### config.mk
export PLATFORM = sky130hd
export DESIGN_NAME = axi_rd_arbiter_flat
export DESIGN_NICKNAME = d
export VERILOG_FILES = /design/src/rtl/axi_rd_arbiter_if.sv /design/src/rtl/axi_rd_arbiter.sv /design/src/flat_wrapper.sv
export SDC_FILE = /design/constraint.sdc
export NUM_CORES = 1
export LEC_CHECK = 0
export BUFFER_PORTS_ARGS = -buffer_cell sky130_fd_sc_hd__buf_2
export CAP_MARGIN = 20
export CORE_ASPECT_RATIO = 1.4
export CORE_MARGIN = 2
export CORE_UTILIZATION = 49
export CTS_CLUSTER_SIZE = 40
export DETAILED_ROUTE_END_ITERATION = 8
export PLACE_DENSITY = 0.9
export RECOVER_POWER = 50
export SLEW_MARGIN = 20
export SYNTH_ARGS = -nofsm -noshare
export SYNTH_HDL_FRONTEND = slang
export SYNTH_SLANG_ARGS = --single-unit
### constraint.sdc
create_clock -name clk -period 3.6 [get_ports clk]
set_input_delay 0.18 -clock clk [delete_from_list [all_inputs] [get_ports clk]]
set_output_delay 0.18 -clock clk [all_outputs]
set_load 0.02 [all_outputs]
### src/rtl/axi_rd_arbiter_if.sv
// AXI3 read-address / read-data channel bundle shared by the arbiter and the slave.
// Only single-beat reads are issued, so rlast/rid are carried but not interpreted.
interface axi_rd_arbiter_if #(
   parameter int ADDR_W = 32
);
   logic [3:0]        arid;
   logic [ADDR_W-1:0] araddr;
   logic [3:0]        arlen;
   logic [2:0]        arsize;
   logic [1:0]        arburst;
   logic [1:0]        arlock;
   logic [3:0]        arcache;
   logic [2:0]        arprot;
   logic              arvalid;
   logic              arready;
   logic [3:0]        rid;
   logic [31:0]       rdata;
   logic [1:0]        rresp;
   logic              rlast;
   logic              rvalid;
   logic              rready;

   modport master (
      output arid, araddr, arlen, arsize, arburst, arlock, arcache, arprot, arvalid,
      input  arready,
      input  rid, rdata, rresp, rlast, rvalid,
      output rready
   );

   modport slave (
      input  arid, araddr, arlen, arsize, arburst, arlock, arcache, arprot, arvalid,
      output arready,
      output rid, rdata, rresp, rlast, rvalid,
      input  rready
   );
endinterface

### src/rtl/axi_rd_arbiter.sv
// Round-robin arbiter sharing one AXI3 read channel between instruction fetch (port 0)
// and data load (port 1); one single-beat read in flight at a time.
module axi_rd_arbiter #(
   parameter logic [3:0] ID_INST = 4'd0,
   parameter logic [3:0] ID_DATA = 4'd1,
   parameter int         ADDR_W  = 32
) (
   input  logic              clk,
   input  logic              resetn,

   input  logic              inst_req,
   input  logic [ADDR_W-1:0] inst_addr,
   input  logic [1:0]        inst_size,
   output logic              inst_addr_ok,
   output logic              inst_data_ok,
   output logic [31:0]       inst_rdata,

   input  logic              data_req,
   input  logic [ADDR_W-1:0] data_addr,
   input  logic [1:0]        data_size,
   output logic              data_addr_ok,
   output logic              data_data_ok,
   output logic [31:0]       data_rdata,

   output logic              rd_err,

   axi_rd_arbiter_if.master  axi
);

   typedef enum logic [1:0] {
      S_IDLE = 2'd0,
      S_AR   = 2'd1,
      S_R    = 2'd2
   } state_e;

   state_e            state_q, state_d;
   logic              grant_q, grant_d;          // 0 = inst, 1 = data
   logic              last_grant_q, last_grant_d;
   logic              arvalid_q, arvalid_d;
   logic [ADDR_W-1:0] araddr_q, araddr_d;
   logic [3:0]        arid_q, arid_d;
   logic [2:0]        arsize_q, arsize_d;
   logic              rready_q, rready_d;
   logic              inst_data_ok_q, inst_data_ok_d;
   logic              data_data_ok_q, data_data_ok_d;
   logic [31:0]       inst_rdata_q, inst_rdata_d;
   logic [31:0]       data_rdata_q, data_rdata_d;
   logic              rd_err_q, rd_err_d;

   logic              pick;
   logic              ar_hs;
   logic              r_hs;

   // Port 1 wins when it is the only requester, or when both request and port 0 went last.
   assign pick  = data_req && (!inst_req || !last_grant_q);
   assign ar_hs = arvalid_q && axi.arready;
   assign r_hs  = rready_q && axi.rvalid;

   always_comb begin
      // NOTE: every _d starts from its _q (or a pulse default) so no branch can infer a latch.
      state_d        = state_q;
      grant_d        = grant_q;
      last_grant_d   = last_grant_q;
      arvalid_d      = arvalid_q;
      araddr_d       = araddr_q;
      arid_d         = arid_q;
      arsize_d       = arsize_q;
      rready_d       = rready_q;
      inst_data_ok_d = 1'b0;
      data_data_ok_d = 1'b0;
      inst_rdata_d   = inst_rdata_q;
      data_rdata_d   = data_rdata_q;
      rd_err_d       = rd_err_q;

      unique case (state_q)
         S_IDLE: begin
            if (inst_req || data_req) begin
               grant_d      = pick;
               last_grant_d = pick;
               araddr_d     = pick ? data_addr : inst_addr;
               arsize_d     = {1'b0, (pick ? data_size : inst_size)};
               arid_d       = pick ? ID_DATA : ID_INST;
               arvalid_d    = 1'b1;
               state_d      = S_AR;
            end
         end
         S_AR: begin
            // arvalid only drops on the handshake; address fields stay frozen until then.
            if (ar_hs) begin
               arvalid_d = 1'b0;
               rready_d  = 1'b1;
               state_d   = S_R;
            end
         end
         S_R: begin
            if (r_hs) begin
               rready_d = 1'b0;
               state_d  = S_IDLE;
               if (grant_q) begin
                  data_rdata_d   = axi.rdata;
                  data_data_ok_d = 1'b1;
               end else begin
                  inst_rdata_d   = axi.rdata;
                  inst_data_ok_d = 1'b1;
               end
               if (axi.rresp != 2'b00) begin
                  rd_err_d = 1'b1;
               end
            end
         end
         default: begin
            state_d = S_IDLE;
         end
      endcase
   end

   // NOTE: sequential state uses non-blocking assignments so every flop samples pre-edge values.
   always_ff @(posedge clk or negedge resetn) begin
      if (!resetn) begin
         state_q        <= S_IDLE;
         grant_q        <= 1'b0;
         last_grant_q   <= 1'b1;
         arvalid_q      <= 1'b0;
         araddr_q       <= '0;
         arid_q         <= 4'd0;
         arsize_q       <= 3'd0;
         rready_q       <= 1'b0;
         inst_data_ok_q <= 1'b0;
         data_data_ok_q <= 1'b0;
         inst_rdata_q   <= 32'd0;
         data_rdata_q   <= 32'd0;
         rd_err_q       <= 1'b0;
      end else begin
         state_q        <= state_d;
         grant_q        <= grant_d;
         last_grant_q   <= last_grant_d;
         arvalid_q      <= arvalid_d;
         araddr_q       <= araddr_d;
         arid_q         <= arid_d;
         arsize_q       <= arsize_d;
         rready_q       <= rready_d;
         inst_data_ok_q <= inst_data_ok_d;
         data_data_ok_q <= data_data_ok_d;
         inst_rdata_q   <= inst_rdata_d;
         data_rdata_q   <= data_rdata_d;
         rd_err_q       <= rd_err_d;
      end
   end

   // Address acceptance is visible in the handshake cycle itself, hence combinational.
   assign inst_addr_ok = ar_hs && !grant_q;
   assign data_addr_ok = ar_hs &&  grant_q;
   assign inst_data_ok = inst_data_ok_q;
   assign data_data_ok = data_data_ok_q;
   assign inst_rdata   = inst_rdata_q;
   assign data_rdata   = data_rdata_q;
   assign rd_err       = rd_err_q;

   assign axi.arid    = arid_q;
   assign axi.araddr  = araddr_q;
   assign axi.arlen   = 4'd0;
   assign axi.arsize  = arsize_q;
   assign axi.arburst = 2'b01;
   assign axi.arlock  = 2'b00;
   assign axi.arcache = 4'd0;
   assign axi.arprot  = 3'd0;
   assign axi.arvalid = arvalid_q;
   assign axi.rready  = rready_q;

   // Single-beat reads routed by the registered grant, so rid and rlast carry no information.
   logic unused_r;
   assign unused_r = ^{axi.rid, axi.rlast};

endmodule
### src/flat_wrapper.sv
// flat-port wrapper written by rule: the top's interface ports become plain ports
module axi_rd_arbiter_flat 
#(
   parameter logic [3:0] ID_INST = 4'd0,
   parameter logic [3:0] ID_DATA = 4'd1,
   parameter int         ADDR_W  = 32
)
  (clk, resetn, inst_req, inst_addr, inst_size, inst_addr_ok, inst_data_ok, inst_rdata, data_req, data_addr, data_size, data_addr_ok, data_data_ok, data_rdata, rd_err, axi_arid, axi_araddr, axi_arlen, axi_arsize, axi_arburst, axi_arlock, axi_arcache, axi_arprot, axi_arvalid, axi_arready, axi_rid, axi_rdata, axi_rresp, axi_rlast, axi_rvalid, axi_rready);
  axi_rd_arbiter_if #(.ADDR_W(ADDR_W)) axi_i ();
  input  logic clk;
  input  logic resetn;
  input  logic inst_req;
  input  logic [ADDR_W-1:0] inst_addr;
  input  logic [1:0] inst_size;
  output logic inst_addr_ok;
  output logic inst_data_ok;
  output logic [31:0] inst_rdata;
  input  logic data_req;
  input  logic [ADDR_W-1:0] data_addr;
  input  logic [1:0] data_size;
  output logic data_addr_ok;
  output logic data_data_ok;
  output logic [31:0] data_rdata;
  output logic rd_err;
  output wire logic [$bits(axi_i.arid)-1:0] axi_arid;
  output wire logic [$bits(axi_i.araddr)-1:0] axi_araddr;
  output wire logic [$bits(axi_i.arlen)-1:0] axi_arlen;
  output wire logic [$bits(axi_i.arsize)-1:0] axi_arsize;
  output wire logic [$bits(axi_i.arburst)-1:0] axi_arburst;
  output wire logic [$bits(axi_i.arlock)-1:0] axi_arlock;
  output wire logic [$bits(axi_i.arcache)-1:0] axi_arcache;
  output wire logic [$bits(axi_i.arprot)-1:0] axi_arprot;
  output wire logic [$bits(axi_i.arvalid)-1:0] axi_arvalid;
  input wire logic [$bits(axi_i.arready)-1:0] axi_arready;
  input wire logic [$bits(axi_i.rid)-1:0] axi_rid;
  input wire logic [$bits(axi_i.rdata)-1:0] axi_rdata;
  input wire logic [$bits(axi_i.rresp)-1:0] axi_rresp;
  input wire logic [$bits(axi_i.rlast)-1:0] axi_rlast;
  input wire logic [$bits(axi_i.rvalid)-1:0] axi_rvalid;
  output wire logic [$bits(axi_i.rready)-1:0] axi_rready;
  assign axi_arid = axi_i.arid;
  assign axi_araddr = axi_i.araddr;
  assign axi_arlen = axi_i.arlen;
  assign axi_arsize = axi_i.arsize;
  assign axi_arburst = axi_i.arburst;
  assign axi_arlock = axi_i.arlock;
  assign axi_arcache = axi_i.arcache;
  assign axi_arprot = axi_i.arprot;
  assign axi_arvalid = axi_i.arvalid;
  assign axi_i.arready = axi_arready;
  assign axi_i.rid = axi_rid;
  assign axi_i.rdata = axi_rdata;
  assign axi_i.rresp = axi_rresp;
  assign axi_i.rlast = axi_rlast;
  assign axi_i.rvalid = axi_rvalid;
  assign axi_rready = axi_i.rready;
  axi_rd_arbiter #(.ID_INST(ID_INST), .ID_DATA(ID_DATA), .ADDR_W(ADDR_W)) u_core (.clk(clk), .resetn(resetn), .inst_req(inst_req), .inst_addr(inst_addr), .inst_size(inst_size), .inst_addr_ok(inst_addr_ok), .inst_data_ok(inst_data_ok), .inst_rdata(inst_rdata), .data_req(data_req), .data_addr(data_addr), .data_size(data_size), .data_addr_ok(data_addr_ok), .data_data_ok(data_data_ok), .data_rdata(data_rdata), .rd_err(rd_err), .axi(axi_i));
endmodule
==> results <==
- The leading area contributor after synthesis is sky130_fd_sc_hd__dfrtp_1.
- The die is 86.5 um wide.
- The synthesized design contains 0 enable-type register cells.
- The number of setup buffers added after CTS is 0.
- Power spread over the standard cell area amounts to just over 900 mW/mm^2.
- Dividing the detail-routed via count by the number of cells gives between 4 and 5.
- The initial antenna violation count came to 0.
- The multiplexer share of the synthesized area is 23.5%.
- The slew at the pin closest to its max-slew limit is 1320 ps.
- In this run the standard cell core region covers ~0.0094 mm^2.
- For this configuration, the core starts out at a cell density of 49.9%.
- Yosys mapped the design onto 29 distinct sky130hd cell types.
- The synthesized netlist cell count is 352.
- The number of buffers on the longest clock path is 2.
- Max-cap violations in this run came to 0.
- The first routing iteration left 101 violations.
- The number of antenna diodes in the final layout is 0.
- The count of TritonRoute iterations in the first routing pass is 6.
- The worst reg-to-reg setup slack is between 1500 and 2000 ps.
- The later pin in the worst-skew pair is clocked with a latency of around 340 ps.
- The detail route stage leaves a number of antenna-violating nets equal to 0.
- The number of top-level design ports is 238.
- The floorplan has 42 rows.
- The flow ran to the end, and the final reports show no timing, DRC or antenna violations.
- The number of endpoints failing setup at the final stage is 0.
- The terminus of the critical flop-to-flop path is u_core.inst_rdata[9].
- Following the worst setup path forward leads to its endpoint at u_core.axi.araddr[5].
- The count of cells in the finished layout, fillers not included, comes to 675.
- The sum of negative setup slack is 0 ps.
- Sorting the synthesized cells by area gives the leading types as sky130_fd_sc_hd__dfrtp_1, sky130_fd_sc_hd__mux2_2, sky130_fd_sc_hd__mux2i_1.
- At the worst endpoint, the required time is around 4000 ps.
- The remaining global-route overflow is 0.
- The count of vias placed by the detailed router is ~3400.
- In the synthesized netlist the dominant register cell turns out to be sky130_fd_sc_hd__dfrtp_1.
- The final period demand of the worst path is 2280 ps.
- Yosys instantiated no cell more often than sky130_fd_sc_hd__dfrtp_1.
- For this run, the top clock speed supported by timing is 438 MHz.
- The critical path is of the in -> async type.
- STA classifies the critical path endpoint as an async pin.
- The fraction of post-synthesis cell area in the top cell type by area is about 57%.
- The number of buffers inserted during clock tree synthesis is 9.
- In the routed design, unresolved DRC markers number 0.
- Yosys printed 0 warnings.
- The via count of the first global-routing pass was 3440.
- The data arrival time at the worst-slack endpoint is roughly 2600 ps.
- Dividing the detail-routed wire length by the instance count gives 15.2 um.
- The mean instance size in the synthesized netlist is 13.3 um^2.
- The post-synthesis async set-or-reset flop share is 100%.
- The register area share after synthesis is between 50 and 60%.
- Summing all non-filler instances in the final layout gives an area of 0.00586 mm^2.
- Buffers placed on the I/O ports in this run total about 210.
- The post-route clock period utilization is a little under two thirds.
- The simple-gate area share of the yosys netlist is about 5%.
- CTS placed an instance of sky130_fd_sc_hd__clkbuf_16 at the clock tree root.
- Summing all placed instances gives a cell area of between 0.005 and 0.006 mm^2.
- Clock-pin slew was measured on the worst setup and hold paths at 80 ps.
- The congestion estimate from routability-driven global placement came to about 0.76.
- The TritonCTS clock tree is yes.
- The share of layout cells above drive strength 1 is ~35%.
- The synthesized netlist devotes 0% of its cell area to XOR and XNOR gates.
- Entering global routing, the biggest net connects 70 pins.
- Of the total synthesized cell area, the portion taken by full adders, half adders and majority gates is around 1.6%.
- The detailed placer's ending HPWL is 7970 um.
- At the placement stage, the worst setup path has a slack of around 1500 ps.
- The first-pass GRT wire length is 16100 um.
- Counting tap cells, the placed design contains a total of 658 instances.
- The routed design has a little over 10000 um of wire.
- Setup repair after global routing left no endpoint under its margin.
- The tightest min-delay check is of the in -> reg type.
- The die covers 0.0103 mm^2.
- In this run the tightest slew margin relative to its limit is 11.8%.
- The main combinational cell family by area after synthesis is multiplexers.
- The number of max-slew violations in the final report is 0.
- The number of hold violations in the final report is 0.
- The startpoint of the most critical register-to-register path is u_core.state_q[0].
- Counting instances in the post-synthesis netlist gives the leading cell types as sky130_fd_sc_hd__dfrtp_1, sky130_fd_sc_hd__mux2_2, sky130_fd_sc_hd__nand2_1, sky130_fd_sc_hd__o21ai_0, sky130_fd_sc_hd__mux2i_1.
- The post-synth design cell area is 0.00467 mm^2.
- The register bit count reported by yosys is approximately 110.
- Power comes to about 5.4 mW.
- The worst setup path startpoint is resetn.
- For this run, the post-layout net count is ~680.
- The critical path launch point type is an input pin.
- In this run the vertical extent of the chip is between 100 and 150 um.
- The largest fanout on the critical path is 40.
- The worst IR drop on VDD is approximately 0.47 mV.
- The worst reg2reg path depth is 4.
- The H-tree generated during clock tree synthesis spans 3 levels.
- Global routing used slightly below 20% of the available tracks across all layers.
- From synthesis to final layout, the design area changed by 25.4%.
- The synthesized netlist devotes between 5 and 6% of its cell area to compound gates.
- In the post-route analysis, the smallest setup slack over all paths is approximately 1300 ps.
- Clock tree synthesis found a total of 107 sinks.
- The worst-case clock skew is 8.69 ps.
- The reported leakage power is ~2.9 nW.
==> worst min-delay path by stage <==
stage               slack [ps]  cells past startpoint         start                   end
floorplan                 -120                      0        resetn  u_core.axi.araddr[0]
global placement            90                      1        resetn  u_core.inst_rdata[4]
detailed placement         100                      1        resetn  u_core.data_rdata[5]
CTS                         70                      2  axi_rdata[1]  u_core.inst_rdata[1]
global route                80                      2  axi_rdata[5]  u_core.inst_rdata[5]
finish                      80                      2  axi_rdata[1]  u_core.inst_rdata[1]
==> worst max-delay path: stages <==
cell,delay [ps]
sky130_fd_sc_hd__dlygate4sd3_1,530
sky130_fd_sc_hd__clkbuf_1,970
sky130_fd_sc_hd__clkbuf_2,910
==> routing by layer <==
| layer | global-route usage [%] | wire length (um) |
|---|---|---|
| met5 | 0 | 0 |
| met4 | 5.08 | 116 |
| met3 | 5.64 | 901 |
| met2 | 35.9 | 5360 |
| met1 | 22.4 | 3900 |
==> layout by cell type (no fill, tap or decap), types with 2 or more instances in the layout <==
| cell type | count |
|---|---|
| sky130_fd_sc_hd__nand2_1 | 39 |
| sky130_fd_sc_hd__nand4_4 | 2 |
| sky130_fd_sc_hd__dfrtp_1 | 106 |
| sky130_fd_sc_hd__clkbuf_1 | 104 |
| sky130_fd_sc_hd__inv_8 | 3 |
| sky130_fd_sc_hd__ha_1 | 6 |
| sky130_fd_sc_hd__conb_1 | 19 |
| sky130_fd_sc_hd__o21ai_0 | 38 |
| sky130_fd_sc_hd__mux2i_1 | 34 |
| sky130_fd_sc_hd__clkinv_4 | 2 |
| sky130_fd_sc_hd__clkbuf_16 | 9 |
| sky130_fd_sc_hd__buf_2 | 109 |
| sky130_fd_sc_hd__buf_4 | 2 |
| sky130_fd_sc_hd__mux2_2 | 62 |
| sky130_fd_sc_hd__inv_1 | 4 |
| sky130_fd_sc_hd__nor2_1 | 6 |
| sky130_fd_sc_hd__mux2_4 | 4 |
==> registers in the layout, indices dropped and copies added, names as in the netlist, 2 cells and up <==
signal             count
u_core.inst_rdata     32
u_core.state_q         2
u_core.axi.araddr     32
u_core.data_rdata     32
u_core.axi.arsize      2
==> cell type report <==
| class | count | area (um^2) |
|---|---|---|
| clock buffer | 10 | 239 |
| clock inverter | 6 | 81.3 |
| fill | 780 | 3490 |
| inverter | 4 | 15.0 |
| multi-input combinational | 221 | 1740 |
| sequential | 107 | 2680 |
| tap | 110 | 138 |
| timing repair buffer | 217 | 966 |
==> kinds of logic after synthesis <==
logic type	after synthesis
AO/OA/AOI/OAI	46
adder cells (fa/ha/maj)	6
buffers and inverters	41
flip-flops	107
multiplexers	100
other	2
AND/OR/NAND/NOR	50
==> power by group <==
part / switching (mW) / leakage (nW) / internal [mW]
sequential: 0.342 / 1.32 / 1.79
clock: 0.446 / 0.159 / 0.576
combinational: 1.48 / 1.46 / 0.793
==> metrics by stage <==
stage	utilization, %	hold slack, ps
6_report	62.6	81.1
5_1_grt	62.6	78.7
4_1_cts	64.1	71.1
3_5_place_dp	60.6	100
3_3_place_gp	60.6	93.2
2_1_floorplan	-	-116
==> repair_timing <==
item,4_1_cts,5_1_grt
hold buffers,1,0
resized for setup,0,0
hold endpoints to repair,25,0
No activity file was read; power rests on OpenSTA's default activity.
